### src/rtl/chroni_pkg.sv
// Shared types for the chroni write-side pixel expander.
package chroni_pkg;

  localparam int CHRONI_ADDR_W = 11;
  localparam int CHRONI_PIX_W  = 8;
  localparam int EXP_MAX_BITS  = 8;

  typedef enum logic {
    EXP_IDLE   = 1'b0,
    EXP_EXPAND = 1'b1
  } exp_state_e;

  typedef struct packed {
    logic [CHRONI_ADDR_W-1:0] addr;
    logic [7:0]               data;
    logic [CHRONI_PIX_W-1:0]  on;
    logic [CHRONI_PIX_W-1:0]  off;
    logic [3:0]               bits;
  } chroni_wr_req_t;

  // Index of the final pixel of a bitmap byte; bit counts above 8 saturate.
  // A bit count of 0 means direct mode and never reaches this function.
  function automatic logic [2:0] exp_last(input logic [3:0] bits);
    if (bits >= 4'(EXP_MAX_BITS)) return 3'd7;
    return 3'(bits - 4'd1);
  endfunction

endpackage

### src/rtl/chroni_wr_req_slot.sv
// One-deep valid/ready holding register for a pending write request.
// Only instantiated when CHRONI_EXPAND_SKID_EN is defined.
module chroni_wr_req_slot
  import chroni_pkg::*;
(
  input  logic           gclk,
  input  logic           grst_n,
  input  logic           in_vld,
  output logic           in_rdy,
  input  chroni_wr_req_t in_req,
  output logic           out_vld,
  input  logic           out_rdy,
  output chroni_wr_req_t out_req
);

  logic           vld_d, vld_q;
  chroni_wr_req_t req_d, req_q;

  // Empty-only load keeps strict one-in/one-out ordering.
  always_comb begin
    vld_d = vld_q;
    req_d = req_q;
    if (vld_q && out_rdy) vld_d = 1'b0;
    if (in_vld && !vld_q) begin
      vld_d = 1'b1;
      req_d = in_req;
    end
  end

  // Slot registers.
  always_ff @(posedge gclk or negedge grst_n) begin
    if (!grst_n) begin
      vld_q <= 1'b0;
      req_q <= '0;
    end else begin
      vld_q <= vld_d;
      req_q <= req_d;
    end
  end

  assign in_rdy  = !vld_q;
  assign out_vld = vld_q;
  assign out_req = req_q;

endmodule

### src/rtl/chroni_bitmap_expander.sv
// Byte-to-pixel write expander feeding the chroni line buffer.
// Direct mode writes one pixel; bitmap mode expands up to 8 bits MSB first
// into on/off palette indices, one pixel per cycle.
// Optional CHRONI_EXPAND_SKID_EN adds a one-deep pending request slot.
module chroni_bitmap_expander
  import chroni_pkg::*;
#(
  parameter int ADDR_W = 11,
  parameter int PIX_W  = 8
) (
  input  logic              sys_clk,
  input  logic              reset_n,
  input  logic              wr_en,
  input  logic [ADDR_W-1:0] wr_addr,
  input  logic [7:0]        wr_data,
  input  logic [PIX_W-1:0]  wr_bitmap_on,
  input  logic [PIX_W-1:0]  wr_bitmap_off,
  input  logic [3:0]        wr_bitmap_bits,
  output logic              wr_busy,
  output logic              pix_wr_en,
  output logic [ADDR_W-1:0] pix_wr_addr,
  output logic [PIX_W-1:0]  pix_wr_data
);

  exp_state_e        state_d, state_q;
  logic [ADDR_W-1:0] base_d, base_q;
  logic [7:0]        byte_d, byte_q;
  logic [PIX_W-1:0]  on_d, on_q, off_d, off_q;
  logic [2:0]        idx_d, idx_q, last_d, last_q;
  logic              pix_en_d, pix_en_q;
  logic [ADDR_W-1:0] pix_addr_d, pix_addr_q;
  logic [PIX_W-1:0]  pix_data_d, pix_data_q;

  chroni_wr_req_t in_req, src_req;
  logic           src_vld, core_rdy, accept;

  // Pack the request ports into the shared request struct.
  always_comb begin
    in_req      = '0;
    in_req.addr = CHRONI_ADDR_W'(wr_addr);
    in_req.data = wr_data;
    in_req.on   = CHRONI_PIX_W'(wr_bitmap_on);
    in_req.off  = CHRONI_PIX_W'(wr_bitmap_off);
    in_req.bits = wr_bitmap_bits;
  end

  // The core only starts a request from IDLE; pixel 0 is produced on accept.
  assign core_rdy = (state_q == EXP_IDLE);

`ifdef CHRONI_EXPAND_SKID_EN
  logic           slot_vld, slot_in_rdy;
  chroni_wr_req_t slot_req;

  // Requests arriving while the core is busy park here; a parked request
  // always wins over the port so ordering stays FIFO.
  chroni_wr_req_slot u_slot (
    .gclk    (sys_clk),
    .grst_n  (reset_n),
    .in_vld  (wr_en && !core_rdy),
    .in_rdy  (slot_in_rdy),
    .in_req  (in_req),
    .out_vld (slot_vld),
    .out_rdy (core_rdy),
    .out_req (slot_req)
  );

  assign src_vld = slot_vld | wr_en;
  assign src_req = slot_vld ? slot_req : in_req;
  assign wr_busy = !slot_in_rdy;
`else
  assign src_vld = wr_en;
  assign src_req = in_req;
  assign wr_busy = !core_rdy;
`endif

  assign accept = src_vld && core_rdy;

  // Next-state and registered pixel write computation.
  always_comb begin
    state_d    = state_q;
    base_d     = base_q;
    byte_d     = byte_q;
    on_d       = on_q;
    off_d      = off_q;
    idx_d      = idx_q;
    last_d     = last_q;
    pix_en_d   = 1'b0;
    pix_addr_d = pix_addr_q;
    pix_data_d = pix_data_q;
    case (state_q)
      EXP_IDLE: begin
        if (accept) begin
          pix_en_d   = 1'b1;
          pix_addr_d = ADDR_W'(src_req.addr);
          if (src_req.bits == 4'd0) begin
            pix_data_d = PIX_W'(src_req.data);
          end else begin
            base_d     = ADDR_W'(src_req.addr);
            byte_d     = src_req.data;
            on_d       = PIX_W'(src_req.on);
            off_d      = PIX_W'(src_req.off);
            idx_d      = 3'd1;
            last_d     = exp_last(src_req.bits);
            pix_data_d = src_req.data[7] ? PIX_W'(src_req.on) : PIX_W'(src_req.off);
            if (last_d != 3'd0) state_d = EXP_EXPAND;
          end
        end
      end
      EXP_EXPAND: begin
        // idx_q is the pixel being emitted now; address wraps modulo 2^ADDR_W.
        pix_en_d   = 1'b1;
        pix_addr_d = base_q + ADDR_W'(idx_q);
        pix_data_d = byte_q[~idx_q] ? on_q : off_q;
        if (idx_q == last_q) state_d = EXP_IDLE;
        else                 idx_d   = idx_q + 3'd1;
      end
      default: state_d = EXP_IDLE;
    endcase
  end

  // State and output registers; reset abandons any partial expansion.
  always_ff @(posedge sys_clk or negedge reset_n) begin
    if (!reset_n) begin
      state_q    <= EXP_IDLE;
      base_q     <= '0;
      byte_q     <= '0;
      on_q       <= '0;
      off_q      <= '0;
      idx_q      <= '0;
      last_q     <= '0;
      pix_en_q   <= 1'b0;
      pix_addr_q <= '0;
      pix_data_q <= '0;
    end else begin
      state_q    <= state_d;
      base_q     <= base_d;
      byte_q     <= byte_d;
      on_q       <= on_d;
      off_q      <= off_d;
      idx_q      <= idx_d;
      last_q     <= last_d;
      pix_en_q   <= pix_en_d;
      pix_addr_q <= pix_addr_d;
      pix_data_q <= pix_data_d;
    end
  end

  assign pix_wr_en   = pix_en_q;
  assign pix_wr_addr = pix_addr_q;
  assign pix_wr_data = pix_data_q;

endmodule

### config.mk
export PLATFORM = sky130hd
export DESIGN_NAME = chroni_bitmap_expander
export DESIGN_NICKNAME = d
export VERILOG_FILES = /design/src/rtl/chroni_pkg.sv /design/src/rtl/chroni_wr_req_slot.sv /design/src/rtl/chroni_bitmap_expander.sv
export SDC_FILE = /design/constraint.sdc
export NUM_CORES = 1
export LEC_CHECK = 0
export CORE_MARGIN = 2
export CORE_UTILIZATION = 40
export CTS_CLUSTER_SIZE = 30
export DETAILED_ROUTE_END_ITERATION = 10
export GPL_ROUTABILITY_DRIVEN = 0
export HOLD_SLACK_MARGIN = 0.05
export PLACE_DENSITY_LB_ADDON = 0.2
export RECOVER_POWER = 50
export SETUP_SLACK_MARGIN = 0.2
export SYNTH_ARGS = -nofsm -noshare
export SYNTH_HDL_FRONTEND = slang
export SYNTH_SLANG_ARGS = --single-unit
### constraint.sdc
create_clock -name sys_clk -period 4.2 [get_ports sys_clk]
set_input_delay 0.42 -clock sys_clk [delete_from_list [all_inputs] [get_ports sys_clk]]
set_output_delay 0.42 -clock sys_clk [all_outputs]
set_load 0.05 [all_outputs]
# == Word level (Yosys, flattened, before mapping) ==
# Cells that the tools add are included.
# classes
div_mod_pow,0
eq_ne,4
shift,0
add_sub_neg,3
n_reduce_logical,5
n_bitwise,3
muxes,29
multipliers,0
order_cmp,2
# ops
cell,count
$mux 8,4
$mux 3,8
$pmux 11 s2,1
$pmux 8 s2,1
$add 11x3->11,1
$mux 11,1
$mux 1,10
$pmux 3 s2,1
$reduce_and 3->1,2
$ge 4x4->1 const B,1
$logic_not 4->1,1
$lt 3x4->1 const B,1
$ne 2x2->1 const B,2
$pmux 1 s2,2
$add 3x1->3 const B,1
$bmux 1 s3,1
$eq 3x3->1,1
$not 3->3,1
$reduce_bool 3->1,1
$sub 3x1->3 const B,1
$ne 2x1->1 const B,1
$not 1->1,2
$logic_and 1x1->1,1
# word_totals
out_inout_bits,21
romBits,0
ff_bits,62
inputBits,42
latchBits,0
elab_cells,56
mem_count,0
mem_bits_rw,0

# == Logic depth before layout (Yosys ltp) ==
# depth
word_depth,14
depth_mapped,9
ltp_nobuf,7

# == Least setup slack after synthesis ==
# OpenSTA, ideal clock, no wires.
# synth_path
path_kind,input to register
startpoint,input wr_bitmap_bits[0]
endpoint,register off_q[4]
path_stages,7
path_buffers,2
arrival_time_ns,1.876
setup_time_ns,0.125
t_required_ns,4.075
slack_ns,2.199
cell_sequence,inv_1 ha_1 or3b_2 buf_2 nand2_1 buf_2 mux2_2
# synth_via
elab_chain_cells,3
# synth_lines
item,line,text
start: declaration,chroni_bitmap_expander.sv:18,"input logic [3:0] wr_bitmap_bits,"
$logic_not 4->1,chroni_bitmap_expander.sv:95,if (src_req.bits == 4'd0) begin
$not 1->1 (no source line),n/a,
$reduce_and 3->1 (no source line),n/a,
end signal: assignment,chroni_bitmap_expander.sv:128,off_q <= '0;
end signal: assignment,chroni_bitmap_expander.sv:139,off_q <= off_d;
end: declaration,chroni_bitmap_expander.sv:28,"logic [PIX_W-1:0] on_d, on_q, off_d, off_q;"
# No other way between the ends.
# A chain may end at the register's enable or synchronous reset.

# == Worst setup path in the final report ==
# layout_path
startpoint,input wr_en
endpoint,register on_q[1]
# layout_via
elab_chain_cells,2
# layout_lines
item,line,text
start: declaration,chroni_bitmap_expander.sv:13,"input logic wr_en,"
$logic_and 1x1->1,chroni_bitmap_expander.sv:76,assign accept = src_vld && core_rdy;
$reduce_and 3->1 (no source line),n/a,
end signal: assignment,chroni_bitmap_expander.sv:138,on_q <= on_d;
end: declaration,chroni_bitmap_expander.sv:28,
# No other way between the ends.

==> impl_metrics.yaml <==
status:
  status: "completed"
logic_synthesis:
  postSynthAreaPerCell_um2: 10.55
  yosysTopAreaCellShare_pct: 49.84
  ys_warn_count: 0
  synth_nets: 343
  synth_common_cells: "dfrtp_1, nand2_1, mux2_2"
  mappedNetlistArea_um2: 3113
  ys_ff_latch: 62
  synthFlopType: "dfrtp_1"
  netlist_top_cells_area: "dfrtp_1, mux2_2, nand2_1"
  synth_cells: 295
  synth_area_leader_cell: "dfrtp_1"
  yosysSeqAreaShare_pct: 49.84
  synth_async_sr_flop_share_pct: 100.0
  synth_cell_types: 34
  yosysMostFrequentCell: "dfrtp_1"
  synth-edff-count: 0
routing:
  drt-total-wl_um: 6785
  dr.first_iter.drc_count: 142
  top_layer: "met4"
  wl_met1_um: 3281
  wl_per_cell_um: 14.62
  vias: 2345
  wl_met3_um: 272
  drcViolationCount: 0
  routed-wl-met2_um: 3058
  viasPerCell: 5.054
  antenna_left: 0
  firstDrtPassIters: 4
power_and_ir_drop:
  power_density_nw_per_um2: 794.9
  ir_worst_vdd_mv: 0.3696
  cellLeakagePower_nw: 1.788
critical_path:
  worst_ep_required_time_ns: 4.43
  r2r_slack_ns: 1.86
  crit_arrival_ns: 3.04
  reg2reg_to: "on_q[1]"
  start_kind: "input port"
  path_max_fanout: 24
  cp-end-kind: "register"
  reg2reg_from: "wr_busy"
  r2r_cells: 5
  critical_path_class: "in2reg"
clock_network:
  postCtsSetupBuffers: 0
  post_cts_resized: 0
  postCtsHoldBufs: 0
  clk_path_buf_depth: 2
  clock_sinks: 62
  cts.clk_slew.worst_paths_ns: 0.08
  htreeDepth: 3
  cts_tree: "done"
  numCtsBuffers: 9
  cts_root_buf: "clkbuf_8"
  clk-insertion-delay-late_ns: 0.35
timing:
  hold-worst-slack_ns: 0.2420
  finalWorstSetupSlack_ns: 1.394
  max_freq_ghz: 0.3564
  rsz0062_at_grt: "no"
  period_minus_slack_ns: 2.806
  clock_skew_ns: 0.01174
  slew_headroom_pct: 48.11
  finalHoldViolations: 0
  finalCritPeriodShare_pct: 66.81
  setup_viol: 0
  setup_tns_ns: 0
  slew_viol_final: 0
  tightest_slew_ns: 0.7784
die:
  start_util_pct: 40.71
  dieArea_um2: 8505
  fp.dieH_um: 92.22
  ioPinCount: 63
  die_w_um: 92.22
  rows: 32
  core_area_um2: 7647
placed_design:
  dpl-instance-area_um2: 3806
  dp.cells: 448
  portBuffers: 62
  place_hpwl_um: 4810
  pre_cts_ws_ns: 1.117
final_layout:
  synthToLayoutAreaGrowth_pct: 29.58
  instances_no_fill: 464
  fin_area_um2: 4034
  drive_above_1_share_pct: 14.09
  register_area_um2: 1551
  antenna_cells: 0
  fillers: 675
  num-nets-final: 405
  multi_input_area_um2: 1429
grt:
  globalRouteTotalUtil_pct: 17.35
  grt_pass1_vias: 2383
  antenna_found_initial: 0
  overflow: 0
  grt_start_max_net_pins: 63
  grt_pass1_wl_um: 11430
flow_run:
  maxCapViolCount: 0
hold_path:
  hold_class: "in2async"
-- through the flow --
stage / total power [W] / utilization (%)
after global routing: 0.003424 / 52.75
after CTS: 0.003245 / 52.80
after global placement: 0.002596 / 49.77
final: 0.003207 / 52.75
after floorplan: 0.002196 / -
after detailed placement: 0.002634 / 49.77
-- worst max-delay path by stage --
stage                      start       end  slack (ns)  cells past startpoint
2_1_floorplan  wr_bitmap_bits[0]  off_q[4]        2.20                      7
3_3_place_gp   wr_bitmap_bits[0]   on_q[5]        1.17                      7
3_5_place_dp   wr_bitmap_bits[0]   on_q[1]        1.12                      7
4_1_cts        wr_bitmap_bits[0]   on_q[1]        1.50                      7
5_1_grt                    wr_en   on_q[6]        1.23                      6
6_report                   wr_en   on_q[1]        1.39                      6
-- report_power, final --
group | switching (W) | total [W] | leakage [nW] | internal [W]
clock | 0.000249 | 0.000603 | 0.113 | 0.000354
sequential | 0.000209 | 0.00111 | 0.740 | 0.000902
combinational | 0.000856 | 0.00149 | 0.935 | 0.000635
-- cell type report --
cell class	instances	area share, %
Multi-Input combinational cell	206	35.42
Sequential cell	62	38.46
Inverter	10	0.9305
Tap cell	102	3.164
Clock buffer	10	3.412
Clock inverter	6	2.326
Timing Repair Buffer	68	16.28
-- layer usage --
layer / vias to the layer above / track usage, %
met5: - / 0
met4: 0 / 8.706
met3: 15 / 3.944
met2: 61 / 25.80
met1: 1114 / 23.85
li1: 1155 / -
-- cells by family (layout without fill, tap and decap cells) --
logic type               Yosys count  after routing  synth area share (%)
AND/OR/NAND/NOR                   86             86                 12.42
AO/OA/AOI/OAI                     63             63                 13.18
flip-flops                        62             62                 49.84
multiplexers                      42             42                 14.95
buffers and inverters             27             94                 4.421
XOR/XNOR                           9              9                 2.532
adder cells (fa/ha/maj)            6              6                 2.653
-- flip-flops by register name (all words and copies together) (netlist names) --
name,count
base_q,11
byte_q,8
idx_q,3
last_q,3
off_q,8
on_q,8
pix_wr_addr,11
pix_wr_data,8
pix_wr_en,1
wr_busy,1
-- placed cells by master, fill, tap and decap left out, types with 9 or more instances in the layout --
| cell | netlist | routed |
|---|---|---|
| inv_1 | 10 | 10 |
| mux2i_1 | 15 | 15 |
| mux2_2 | 26 | 26 |
| clkbuf_8 | 0 | 10 |
| nor2b_1 | 13 | 13 |
| o21ai_0 | 22 | 22 |
| a211oi_1 | 9 | 9 |
| nand2_1 | 59 | 59 |
| dfrtp_1 | 62 | 62 |
| a21oi_1 | 14 | 14 |
| clkdlybuf4s50_1 | 0 | 59 |
-- critical path, stage by stage --
cell and delay (ns):
dlygate4sd3_1 0.69, clkbuf_1 0.61, nor2b_1 0.30, nand2_1 0.34, buf_4 0.36, mux2_2 0.31
Power figures use the tool's default switching activity.
